$ cat src/rtl/spi_slave_responder_pkg.sv
// Shared types and constants for the fabric-side SPI responder and the
// frame parsers that sit behind it.
package spi_resp_pkg;

    localparam int BYTE_W = 8;

    // First two bytes of every frame the bridge sends to a fabric responder.
    localparam logic [15:0] FRAME_HEADER = 16'h59A6;

    typedef enum logic {
        IDLE   = 1'b0,
        ACTIVE = 1'b1
    } spi_state_t;

    function automatic logic is_frame_header(input logic [15:0] word);
        return (word == FRAME_HEADER);
    endfunction

endpackage

$ cat src/rtl/spi_slave_responder_sync_edge.sv
// Multi-flop synchronizer for one asynchronous SPI line, followed by a
// one-flop history register that yields single-cycle rise/fall strobes.
module spi_sync_edge
    import spi_resp_pkg::*;
#(
    parameter int   STAGES    = 2,
    parameter logic RESET_VAL = 1'b0
) (
    input  logic clk,
    input  logic reset_n,
    input  logic din,
    output logic rise,
    output logic fall
);

    logic [STAGES-1:0] stage_r;
    logic              prev_r;
    logic              sync_s;

    assign sync_s = stage_r[STAGES-1];

    // Synchronizer chain plus previous-value flop for edge detection.
    always_ff @(posedge clk) begin
        if (!reset_n) begin
            stage_r <= {STAGES{RESET_VAL}};
            prev_r  <= RESET_VAL;
        end else begin
            stage_r <= {stage_r[STAGES-2:0], din};
            prev_r  <= sync_s;
        end
    end

    assign rise = sync_s & ~prev_r;
    assign fall = ~sync_s & prev_r;

endmodule

$ cat src/rtl/spi_slave_responder.sv
// Mode-0 SPI slave running on the system clock: oversampled inputs, received
// bytes as one-cycle strobes, reply bytes through a one-deep holding register.
module spi_slave_responder
    import spi_resp_pkg::*;
#(
    parameter int                SYNC_STAGES = 2,
    parameter logic [BYTE_W-1:0] IDLE_FILL   = 8'hFF
) (
    input  logic              clk,
    input  logic              reset_n,
    input  logic              SPI_SCK,
    input  logic              SPI_CS,
    input  logic              SPI_MOSI,
    output logic              SPI_MISO,
    output logic              SPI_MISO_OE,
    output logic [BYTE_W-1:0] rx_data,
    output logic              rx_valid,
    input  logic [BYTE_W-1:0] tx_data,
    input  logic              tx_valid,
    output logic              tx_ready,
    output logic              selected,
    output logic              underrun
);

    localparam int SYNC_N = (SYNC_STAGES < 2) ? 2 : SYNC_STAGES;

    logic sck_rise_s;
    logic sck_fall_s;
    logic cs_rise_s;
    logic cs_fall_s;
    logic mosi_s;

    logic [SYNC_N-1:0] mosi_sync_r;

    spi_state_t        state_r;
    logic [2:0]        bit_cnt_r;
    logic [BYTE_W-2:0] rx_shift_r;
    // miso_r is bit 7 of the TX shifter; tx_rest_r holds bits 6..0.
    logic [BYTE_W-2:0] tx_rest_r;
    logic              byte_done_r;
    logic              miso_r;
    logic              miso_oe_r;
    logic [BYTE_W-1:0] rx_data_r;
    logic              rx_valid_r;
    logic              underrun_r;
    logic              selected_r;

    logic [BYTE_W-1:0] hold_r;
    logic              tx_ready_r;

    logic              accept_s;
    logic              load_s;
    logic [BYTE_W-1:0] next_byte_s;

    spi_sync_edge #(
        .STAGES   (SYNC_N),
        .RESET_VAL(1'b0)
    ) u_sck_sync (
        .clk    (clk),
        .reset_n(reset_n),
        .din    (SPI_SCK),
        .rise   (sck_rise_s),
        .fall   (sck_fall_s)
    );

    // CS idles high, so its chain resets high to avoid a spurious select.
    spi_sync_edge #(
        .STAGES   (SYNC_N),
        .RESET_VAL(1'b1)
    ) u_cs_sync (
        .clk    (clk),
        .reset_n(reset_n),
        .din    (SPI_CS),
        .rise   (cs_rise_s),
        .fall   (cs_fall_s)
    );

    // MOSI synchronizer, same depth as SCK so data lines up with its edges.
    always_ff @(posedge clk) begin
        if (!reset_n) begin
            mosi_sync_r <= {SYNC_N{1'b0}};
        end else begin
            mosi_sync_r <= {mosi_sync_r[SYNC_N-2:0], SPI_MOSI};
        end
    end

    assign mosi_s = mosi_sync_r[SYNC_N-1];

    // Byte source for the TX shifter and whether it is consumed this cycle.
    always_comb begin
        next_byte_s = IDLE_FILL;
        load_s      = 1'b0;
        if (!tx_ready_r) begin
            next_byte_s = hold_r;
        end else begin
            next_byte_s = IDLE_FILL;
        end
        case (state_r)
            IDLE:    load_s = cs_fall_s;
            ACTIVE:  load_s = ~cs_rise_s & sck_fall_s & byte_done_r;
            default: load_s = 1'b0;
        endcase
    end

    assign accept_s = tx_valid & tx_ready_r;

    // Reply holding register: a new handshake wins over a same-cycle drain.
    always_ff @(posedge clk) begin
        if (!reset_n) begin
            hold_r     <= 8'h00;
            tx_ready_r <= 1'b1;
        end else if (accept_s) begin
            hold_r     <= tx_data;
            tx_ready_r <= 1'b0;
        end else if (load_s && !tx_ready_r) begin
            tx_ready_r <= 1'b1;
        end else begin
            tx_ready_r <= tx_ready_r;
        end
    end

    // Transfer FSM: selection, bit counting, RX assembly and TX shifting.
    always_ff @(posedge clk) begin
        if (!reset_n) begin
            state_r     <= IDLE;
            bit_cnt_r   <= 3'd0;
            rx_shift_r  <= 7'd0;
            tx_rest_r   <= 7'd0;
            byte_done_r <= 1'b0;
            miso_r      <= 1'b1;
            miso_oe_r   <= 1'b0;
            rx_data_r   <= 8'h00;
            rx_valid_r  <= 1'b0;
            underrun_r  <= 1'b0;
            selected_r  <= 1'b0;
        end else begin
            rx_valid_r <= 1'b0;
            underrun_r <= 1'b0;
            case (state_r)
                IDLE: begin
                    if (cs_fall_s) begin
                        state_r     <= ACTIVE;
                        selected_r  <= 1'b1;
                        bit_cnt_r   <= 3'd0;
                        rx_shift_r  <= 7'd0;
                        byte_done_r <= 1'b0;
                        miso_oe_r   <= 1'b1;
                        miso_r      <= next_byte_s[BYTE_W-1];
                        tx_rest_r   <= next_byte_s[BYTE_W-2:0];
                        underrun_r  <= tx_ready_r;
                    end
                end
                ACTIVE: begin
                    // CS release takes priority over any SCK edge seen with it.
                    if (cs_rise_s) begin
                        state_r     <= IDLE;
                        selected_r  <= 1'b0;
                        bit_cnt_r   <= 3'd0;
                        rx_shift_r  <= 7'd0;
                        tx_rest_r   <= 7'd0;
                        byte_done_r <= 1'b0;
                        miso_oe_r   <= 1'b0;
                        miso_r      <= 1'b1;
                    end else if (sck_rise_s) begin
                        rx_shift_r <= {rx_shift_r[BYTE_W-3:0], mosi_s};
                        bit_cnt_r  <= bit_cnt_r + 3'd1;
                        if (bit_cnt_r == 3'd7) begin
                            rx_data_r   <= {rx_shift_r, mosi_s};
                            rx_valid_r  <= 1'b1;
                            byte_done_r <= 1'b1;
                        end
                    end else if (sck_fall_s) begin
                        if (byte_done_r) begin
                            miso_r      <= next_byte_s[BYTE_W-1];
                            tx_rest_r   <= next_byte_s[BYTE_W-2:0];
                            underrun_r  <= tx_ready_r;
                            byte_done_r <= 1'b0;
                        end else begin
                            miso_r    <= tx_rest_r[BYTE_W-2];
                            tx_rest_r <= {tx_rest_r[BYTE_W-3:0], 1'b0};
                        end
                    end
                end
                default: begin
                    state_r    <= IDLE;
                    selected_r <= 1'b0;
                    miso_oe_r  <= 1'b0;
                    miso_r     <= 1'b1;
                end
            endcase
        end
    end

    assign SPI_MISO    = miso_r;
    assign SPI_MISO_OE = miso_oe_r;
    assign rx_data     = rx_data_r;
    assign rx_valid    = rx_valid_r;
    assign tx_ready    = tx_ready_r;
    assign selected    = selected_r;
    assign underrun    = underrun_r;

endmodule

$ cat config.mk
export PLATFORM = sky130hd
export DESIGN_NAME = spi_slave_responder
export DESIGN_NICKNAME = d
export VERILOG_FILES = /design/src/rtl/spi_slave_responder_pkg.sv /design/src/rtl/spi_slave_responder_sync_edge.sv /design/src/rtl/spi_slave_responder.sv
export SDC_FILE = /design/constraint.sdc
export NUM_CORES = 1
export LEC_CHECK = 0
export BUFFER_PORTS_ARGS = -buffer_cell sky130_fd_sc_hd__buf_2
export CORE_ASPECT_RATIO = 1.1
export CORE_MARGIN = 10
export CORE_UTILIZATION = 55
export CTS_BUF_LIST = sky130_fd_sc_hd__clkbuf_16
export DETAILED_ROUTE_END_ITERATION = 10
export GPL_ROUTABILITY_DRIVEN = 1
export PLACE_DENSITY = 0.74
export SKIP_LAST_GASP = 1
export SLEW_MARGIN = 20
export SYNTH_ARGS = -nofsm -noshare
export SYNTH_HDL_FRONTEND = slang
export SYNTH_SLANG_ARGS = --single-unit
$ cat constraint.sdc
create_clock -name clk -period 1.65 [get_ports clk]
set_input_delay 0.0825 -clock clk [delete_from_list [all_inputs] [get_ports clk]]
set_output_delay 0.0825 -clock clk [all_outputs]
set_load 0.05 [all_outputs]
==> out/qor.yml, run 1 <==
worst_pin_slew_ps: 411
die-area_um2: 6360
routed_wl_um: 4230
post_cts_buffers: 0
antenna_found_initial: 0
synth.most_common_cell: "dfxtp_1"
critPathLaunchType: "flop"
finalHoldViolCount: 0
synth_top_area_cell: "dfxtp_1"
async_flop_share_pct: 0
antenna_left: 0
synth_top_area_share_pct: 48.9
first_iter_violations: 141
final_net_count: 265
syn_nets: 236
post_drt_wl_per_cell_um: 14.3
cp-end-kind: "flop"
cts.path.max_buffers: 2
dieWidth_um: 77.0
synth.top_cells.by_count: "dfxtp_1 (48), a21oi_1 (23), nand2_1 (18)"
synth_area_leaders: "dfxtp_1 (49%), a21oi_1 (5.9%), mux2i_1 (4.1%)"
overflow: 0
min_path_cells: 2
insertedDiodeCount: 0
rsz0062_at_grt: "false"
grt_pass1_wl_um: 7310
layout-drive-gt1-share_pct: 22.3
layout_min_cycle_time_ps: 1540
synth-edff-count: 0
relSlewSlack_pct: 72.5
ys_types: 36
worst_r2r_path_depth: 7
cts_root_buf: "clkbuf_16"
yosys_warnings: 0
die_h_um: 82.7
port_buffers: 27
finalSetupTns_ps: 0
power_leakage_uw: 0.000973
slew_violations: 0
core-area_um2: 3390
htreeDepth: 2
grt_max_degree: 37
path_max_fanout: 11
gp_congestion: 0.855
power.density_nw_per_um2: 1080
syn2layout_area_growth_pct: 20.3
cp.arrival_ps: 1740
fin_crit_sh_pct: 93.2
ys_seq_area_share_pct: 48.9
preCtsSetupSlack_ps: 17.8
synth_flop_cell: "dfxtp_1"
rows: 22
ir_worst_vdd_uv: 774
synth-seq-cells: 48
hp-class: "in2reg"
cts_tree: "built"
worstSetupPathType: "reg2reg"
grtUsageTotal_pct: 13.7
power.total_uw: 2560
synth_area_per_cell_um2: 9.05
firstDrtPassIters: 5
whs_ps: 7.11
setup_viol: 0
remaining_drc_errors: 0
status: "finished, final reports clean"
vias_per_cell: 5.57
path_clk_slew_ps: 60
cts_made_buffers: 5
drv_cap: 0
fin_skew_ps: 2.23
synthCells: 217
insertion_delay_ps: 280
grt_pass1_vias: 1619
syn_area_um2: 1960
critical_path_required_ps: 1850
timing.fmax_mhz: 650
clock-sinks: 48
nFillCells: 281
reg2reg_slack_ps: 110
layout_setup_ws_ps: 113
num_vias: 1644
initial_utilization_pct: 58.0
place_hpwl_um: 2810
num_io_pins: 28
-- flip-flops by register name, summed over array words and instances, names as in the netlist --
name and cells:
SPI_MISO 1, tx_ready 1, underrun 1, u_cs_sync.stage_r 2, u_cs_sync.prev_r 1, state_r 1, rx_valid 1, mosi_sync_r 2
tx_rest_r 7, bit_cnt_r 3, u_sck_sync.prev_r 1, selected 1, hold_r 8, byte_done_r 1, u_sck_sync.stage_r 2, rx_shift_r 7
rx_data 8
-- where the power goes --
part	internal (uW)	switching (uW)	total [uW]
registers	1200	27.7	1220
clock network	711	424	1130
logic	74.2	125	200
total	1980	577	2560
-- placed cells by master, fill, tap and decap left out, drive strengths merged, types with 7 or more instances in the layout --
cell	Yosys	final
buf	8	37
o2111ai	9	9
nor3	8	8
nor2	14	14
nand3	16	16
a311oi	7	7
o21ai	12	12
nand2	18	18
dfxtp	48	48
a21oi	23	23
mux2i	8	8
-- kinds of logic after synthesis --
group | count (synthesis) | share of synthesized area [%]
multiplexers | 8 | 4.08
AO/OA/AOI/OAI | 60 | 20.1
flip-flops | 48 | 48.9
adder cells (fa/ha/maj) | 5 | 3.18
buffers and inverters | 23 | 5.03
AND/OR/NAND/NOR | 73 | 18.7
-- timing repair --
action | CTS | global route
hold buffers | 2 | 0
hold endpoints to repair | 2 | 0
resized for setup | 0 | 4
endpoints found under the setup margin | 0 | 6
-- critical path: stages (launching register included) --
cell      delay (ps)
dfxtp_2          340
inv_1             60
ha_1             210
nand2b_1          90
a21oi_1           70
buf_4            170
or2_4            270
a311oi_2         240
-- through the flow --
step | std cells | instance area (um^2) | util (%)
5_1_grt | 295 | 2360 | 69.8
6_report | 295 | 2360 | 69.8
3_3_place_gp | 285 | 2160 | 63.7
3_5_place_dp | 285 | 2160 | 63.7
2_1_floorplan | 217 | 1960 | -
4_1_cts | 295 | 2350 | 69.3
-- final timing paths --
path,startpoint,to
worst max-delay path,u_sck_sync.stage_r[1],tx_rest_r[5]
worst min-delay path,SPI_SCK,u_sck_sync.stage_r[0]
worst max register to register,u_sck_sync.stage_r[1],tx_rest_r[5]
worst min register to register,u_cs_sync.stage_r[0],u_cs_sync.stage_r[1]
-- routing by layer --
| layer | vias to the layer above | global-route usage (%) | part of all wire (%) | wire length [um] |
|---|---|---|---|---|
| met5 | - | 0 | 0 | 0 |
| met3 | 4 | 4.97 | 6.0 | 253 |
| li1 | 842 | - | - | - |
| met2 | 43 | 24.1 | 49 | 2050 |
| met4 | 0 | 4.01 | 0.76 | 32 |
| met1 | 755 | 15.6 | 45 | 1890 |
-- layout make-up --
type	instances	area (um^2)	share of cell area (%)
inverter	6	22.5	0.953
multi-input combinational	146	920	38.9
timing repair buffer	39	230	9.75
tap	48	60.1	2.54
sequential	48	962	40.7
clock buffer	5	125	5.30
clock inverter	3	42.5	1.80
No activity file was read; power rests on OpenSTA's default activity.
==> run 2, diff against run 1 <==
Settings changed: GPL_TIMING_DRIVEN set to 0.
==> run 2 against run 1 <==
Utilization up 0.26 points. Die area stayed put. Non-clock buffer count up 8. Sequential share of layout area shrank 0.20 points. First-iteration DRC count decreased by 19%. Combinational power increased by 2%. Largest cell class unchanged. Highest routed layer unchanged.
==> out/qor.yml, run 2 (synthesized netlist as in run 1, its figures left out) <==
power.density_nw_per_um2: 1080
num_io_pins: 28
nFillCells: 296
post-route-cell-area_um2: 2370
gp_congestion: 0.873
worst_pin_slew_ps: 539
cts_tree: "built"
path_clk_slew_ps: 60
seqCellArea_um2: 961
layout_commonest_cell: "dfxtp_1"
core-area_um2: 3390
firstDrtPassIters: 4
cts_root_buf: "clkbuf_16"
port_buffers: 27
first_iter_violations: 114
slowest_delay_ps: 390
initial_utilization_pct: 58.0
ir_worst_vdd_uv: 698
vias_per_cell: 5.53
post_drt_wl_per_cell_um: 14.0
critPathLaunchType: "flop"
routed_wl_um: 4230
remaining_drc_errors: 0
path_max_fanout: 10
slew_violations: 0
cp-end-kind: "flop"
cp.arrival_ps: 1810
cts.path.max_buffers: 2
fin_skew_ps: 6.71
grt_max_degree: 16
critical_path_required_ps: 1860
slowest_stage: "clkbuf_1"
insertedDiodeCount: 0
multiInputGateArea_um2: 915
fin_crit_sh_pct: 96.7
hp-class: "in2reg"
layout_min_cycle_time_ps: 1600
dieWidth_um: 77.0
power_leakage_uw: 0.000976
layout_common_cells: "dfxtp_1 (48), buf_2 (34), a21oi_1 (22), nand2_1 (18), nand3_1 (16)"
syn2layout_area_growth_pct: 20.7
seqPwrFrac_pct: 47.6
antenna_found_initial: 0
setup_viol: 0
finalHoldViolCount: 0
die-area_um2: 6360
cts_made_buffers: 5
final_net_count: 273
p_switching_uw: 576
antenna_left: 0
finalSetupTns_ps: 0
insertion_delay_ps: 290
pwr-share-clk_pct: 44.4
layout-drive-gt1-share_pct: 20.0
power.total_uw: 2560
status: "finished, final reports clean"
crit_chain: "buf_2 -> inv_2 -> nand3b_1 -> clkbuf_1 -> nand3_1 -> a21oi_1"
placed_cell_area_um2: 2160
grt_pass1_wl_um: 7230
rows: 22
internal_power_uw: 1980
rsz0062_at_grt: "false"
htreeDepth: 2
final_util_pct: 70.0
num_vias: 1677
die_h_um: 82.7
drv_cap: 0
place_hpwl_um: 2970
switching_share_pct: 22.5
overflow: 0
timing.fmax_mhz: 627
worstSetupPathType: "reg2reg"
relSlewSlack_pct: 64.1
grtUsageTotal_pct: 13.9
pwr-share-comb_pct: 8.0
grt_pass1_vias: 1663
clock-sinks: 48
==> run 2: cell types whose count changed in the layout (fill, tap and decap cells not counted), moves of 2 or more <==
cell,change
buf_4,-8
buf_2,+7
clkbuf_1,+8
a311oi_2,-2
a311oi_1,+2
==> run 2: routing by layer <==
| metal | GRT usage (%) | up-vias | share of wire (%) |
|---|---|---|---|
| met4 | 5.47 | 0 | 1.3 |
| met5 | 0 | - | 0 |
| li1 | - | 856 | - |
| met2 | 24.9 | 28 | 48 |
| met1 | 14.8 | 788 | 46 |
| met3 | 5.29 | 5 | 5.2 |
==> run 2: final timing paths <==
path,start,endpoint,slack [ps],depth (start not counted)
setup / recovery,state_r,rx_shift_r[1],50,6
hold / removal,SPI_SCK,u_sck_sync.stage_r[0],5,2
setup reg to reg,state_r,rx_shift_r[1],50,6
hold reg to reg,u_cs_sync.stage_r[0],u_cs_sync.stage_r[1],420,1
==> run 2: power by group through the flow <==
stage | Clock, uW | Combinational, uW | Sequential (uW)
after global placement | 0 | 196 | 1240
after detailed placement | 0 | 197 | 1240
after CTS | 1160 | 204 | 1220
after global routing | 1190 | 230 | 1220
after floorplan | 0 | 126 | 1250
final | 1140 | 204 | 1220
==> run 2: worst max-delay path: cells and delay by family (launching register included) <==
family,cells,cell delay (ps)
AND/OR/NAND/NOR,2,320
flip-flops,1,310
buffers and inverters,3,730
AO/OA/AOI/OAI,1,160
==> run 2: metrics by stage <==
stage	hold WS (ps)	worst slack, ps	std cells
2_1_floorplan	156	130	217
3_3_place_gp	265	78.0	292
3_5_place_dp	271	74.2	292
4_1_cts	0.579	66.0	303
5_1_grt	19.5	0.684	303
6_report	4.77	54.0	303
==> run 2: repair_timing <==
action,CTS,global route
gates resized for setup,0,5
endpoints found under the hold margin,3,0
setup buffers,0,0
endpoints found under the setup margin,0,8
hold buffers,3,0
==> run 2: cell type report <==
class	instances	area share [%]
Timing Repair Buffer	31	7.18
Clock buffer	5	5.28
Tap cell	48	2.53
Buffer	16	3.17
Sequential cell	48	40.5
Multi-Input combinational cell	146	38.6
Clock inverter	3	1.79
Inverter	6	0.950
==> run 3, diff against run 2 <==
Settings changed: CORE_ASPECT_RATIO 1.1 to 0.8.
==> run 3 against run 2 <==
Via count is 0.42% higher. Die area is 0.19% higher. Critical path depth is 1 lower. Routed wire length is 8.0% higher. Non-clock buffer count stayed put. Final area is 1.3% lower. Worst setup slack better by 37 ps. Hold slack better by 3.7 ps. Sequential power hardly changed. Largest cell class unchanged. Highest routed layer unchanged.
==> out/qor.yml, run 3 (synthesized netlist as in run 1, its figures left out) <==
status: "finished, final reports clean"
grtUsageTotal_pct: 14.3
cts_root_buf: "clkbuf_16"
slowest_stage: "dfxtp_1"
gp_congestion: 0.792
reg2reg_to: "byte_done_r"
rsz0062_at_grt: "true"
overflow: 0
path_max_fanout: 10
reg2reg_slack_ps: 90
crit_chain: "nand2b_1 -> buf_2 -> a21oi_1 -> o21a_1 -> o211a_1"
clock-sinks: 48
timing.fmax_mhz: 641
layout_common_cells: "dfxtp_1 (48), buf_2 (34), a21oi_1 (22), nand2_1 (18), nand3_1 (16)"
antenna_found_initial: 0
seqPwrFrac_pct: 50.5
worst_r2r_path_depth: 5
worstSetupPathType: "reg2reg"
nFillCells: 287
insertion_delay_ps: 290
setup_viol: 0
pwr-share-clk_pct: 41.0
die-area_um2: 6380
cts.path.max_buffers: 2
relSlewSlack_pct: 68.2
initial_utilization_pct: 57.4
slew_violations: 0
first_iter_violations: 181
htreeDepth: 2
hp-class: "in2reg"
firstDrtPassIters: 4
remaining_drc_errors: 0
num_vias: 1684
fin_crit_sh_pct: 94.5
layout_min_cycle_time_ps: 1560
layout-drive-gt1-share_pct: 20.8
r2r-start: "u_cs_sync.prev_r"
num_io_pins: 28
die_h_um: 73.5
fin_skew_ps: 3.89
place_hpwl_um: 3080
critPathCapture: "byte_done_r"
internal_power_uw: 1820
port_buffers: 27
instances_no_fill: 297
path_clk_slew_ps: 60
layout_commonest_cell: "dfxtp_1"
pwr-share-comb_pct: 8.5
grt_pass1_wl_um: 7370
crit_cells: 5
post_drt_wl_per_cell_um: 15.4
cp-end-kind: "flop"
insertedDiodeCount: 0
antenna_left: 0
cts_tree: "built"
core-area_um2: 3420
whs_ps: 8.45
ir_worst_vdd_uv: 753
dp_cells: 286
grt_pass1_vias: 1493
power.density_nw_per_um2: 1030
path_delay_family: "compound AO/OA/AOI/OAI gates"
drv_cap: 0
final_net_count: 273
worst_pin_slew_ps: 477
power_leakage_uw: 0.000966
syn2layout_area_growth_pct: 19.1
cp_num_buf_inv: 1
cts_made_buffers: 5
switching_share_pct: 24.5
p_switching_uw: 592
cp-startpoint: "u_cs_sync.prev_r"
dieWidth_um: 86.8
seqCellArea_um2: 961
rows: 19
multiInputGateArea_um2: 915
cp.arrival_ps: 1740
vias_per_cell: 5.67
finalHoldViolCount: 0
critPathLaunchType: "flop"
routed_wl_um: 4570
critical_path_required_ps: 1830
slowest_delay_ps: 490
grt_max_degree: 16
run 3: cell types whose count changed in the layout (fill, tap and decap cells not counted):
cell	previous run	this run
clkbuf_1	8	6
clkinv_1	1	2
buf_4	2	3
dlygate4sd3_1	3	2
clkinv_2	1	0
bufinv_16	1	0
clkinvlp_4	1	2
clkbuf_2	0	2
run 3: worst min path at each step:
stage / startpoint / end / slack, ps / depth (start not counted)
floorplan: reset_n / u_cs_sync.stage_r[1] / 160 / 1
detailed placement: SPI_CS / u_cs_sync.stage_r[0] / 270 / 2
global route: SPI_SCK / u_sck_sync.stage_r[0] / 9 / 2
CTS: SPI_SCK / u_sck_sync.stage_r[0] / 9 / 2
global placement: SPI_CS / u_cs_sync.stage_r[0] / 270 / 2
finish: SPI_SCK / u_sck_sync.stage_r[0] / 8 / 2
run 3: routing by layer:
layer / part of all wire [%] / vias up / wire length (um) / global-route usage [%]
li1: - / 855 / - / -
met1: 49 / 766 / 2220 / 19.9
met2: 43 / 56 / 1950 / 20.1
met3: 7.7 / 7 / 354 / 4.75
met4: 1.1 / 0 / 49 / 4.85
met5: 0 / - / 0 / 0
run 3: final cells by class:
| type | count | area share (%) |
|---|---|---|
| inverters | 6 | 0.963 |
| clock buffers | 5 | 5.35 |
| multi-input cells | 146 | 39.1 |
| clock inverters | 3 | 0.802 |
| well taps | 42 | 2.25 |
| repair buffers | 31 | 7.17 |
| plain buffers | 16 | 3.32 |
| flip-flops and latches | 48 | 41.1 |
run 3: per-stage QoR:
stage | power [uW] | cell area, um^2 | utilization (%) | worst slack (ps) | setup TNS (ps)
4_1_cts | 2420 | 2320 | 67.7 | 70.9 | 0
5_1_grt | 2490 | 2340 | 68.3 | -26.2 | -57.3
2_1_floorplan | 1380 | 1960 | - | 130 | 0
3_5_place_dp | 1440 | 2150 | 62.9 | 104 | 0
3_3_place_gp | 1440 | 2150 | 62.9 | 108 | 0
6_report | 2420 | 2340 | 68.3 | 90.8 | 0
run 3: worst reg2reg max path: stages (launching register included):
cell and delay (ps):
dfxtp_1 490, nand2b_1 220, buf_2 240, a21oi_1 120
o21a_1 180, o211a_1 200
run 3: timing repair:
item | 4_1_cts | 5_1_grt
setup buffers | 0 | 1
setup endpoints to repair | 0 | 24
gates resized for setup | 0 | 9
hold buffers | 2 | 0
endpoints found under the hold margin | 2 | 0
run 3: power by group through the flow:
stage | clock (uW) | sequential, uW | combinational [uW]
global placement | 0 | 1240 | 196
CTS | 998 | 1220 | 203
global route | 1040 | 1220 | 230
finish | 990 | 1220 | 206
detailed placement | 0 | 1240 | 198
floorplan | 0 | 1250 | 126
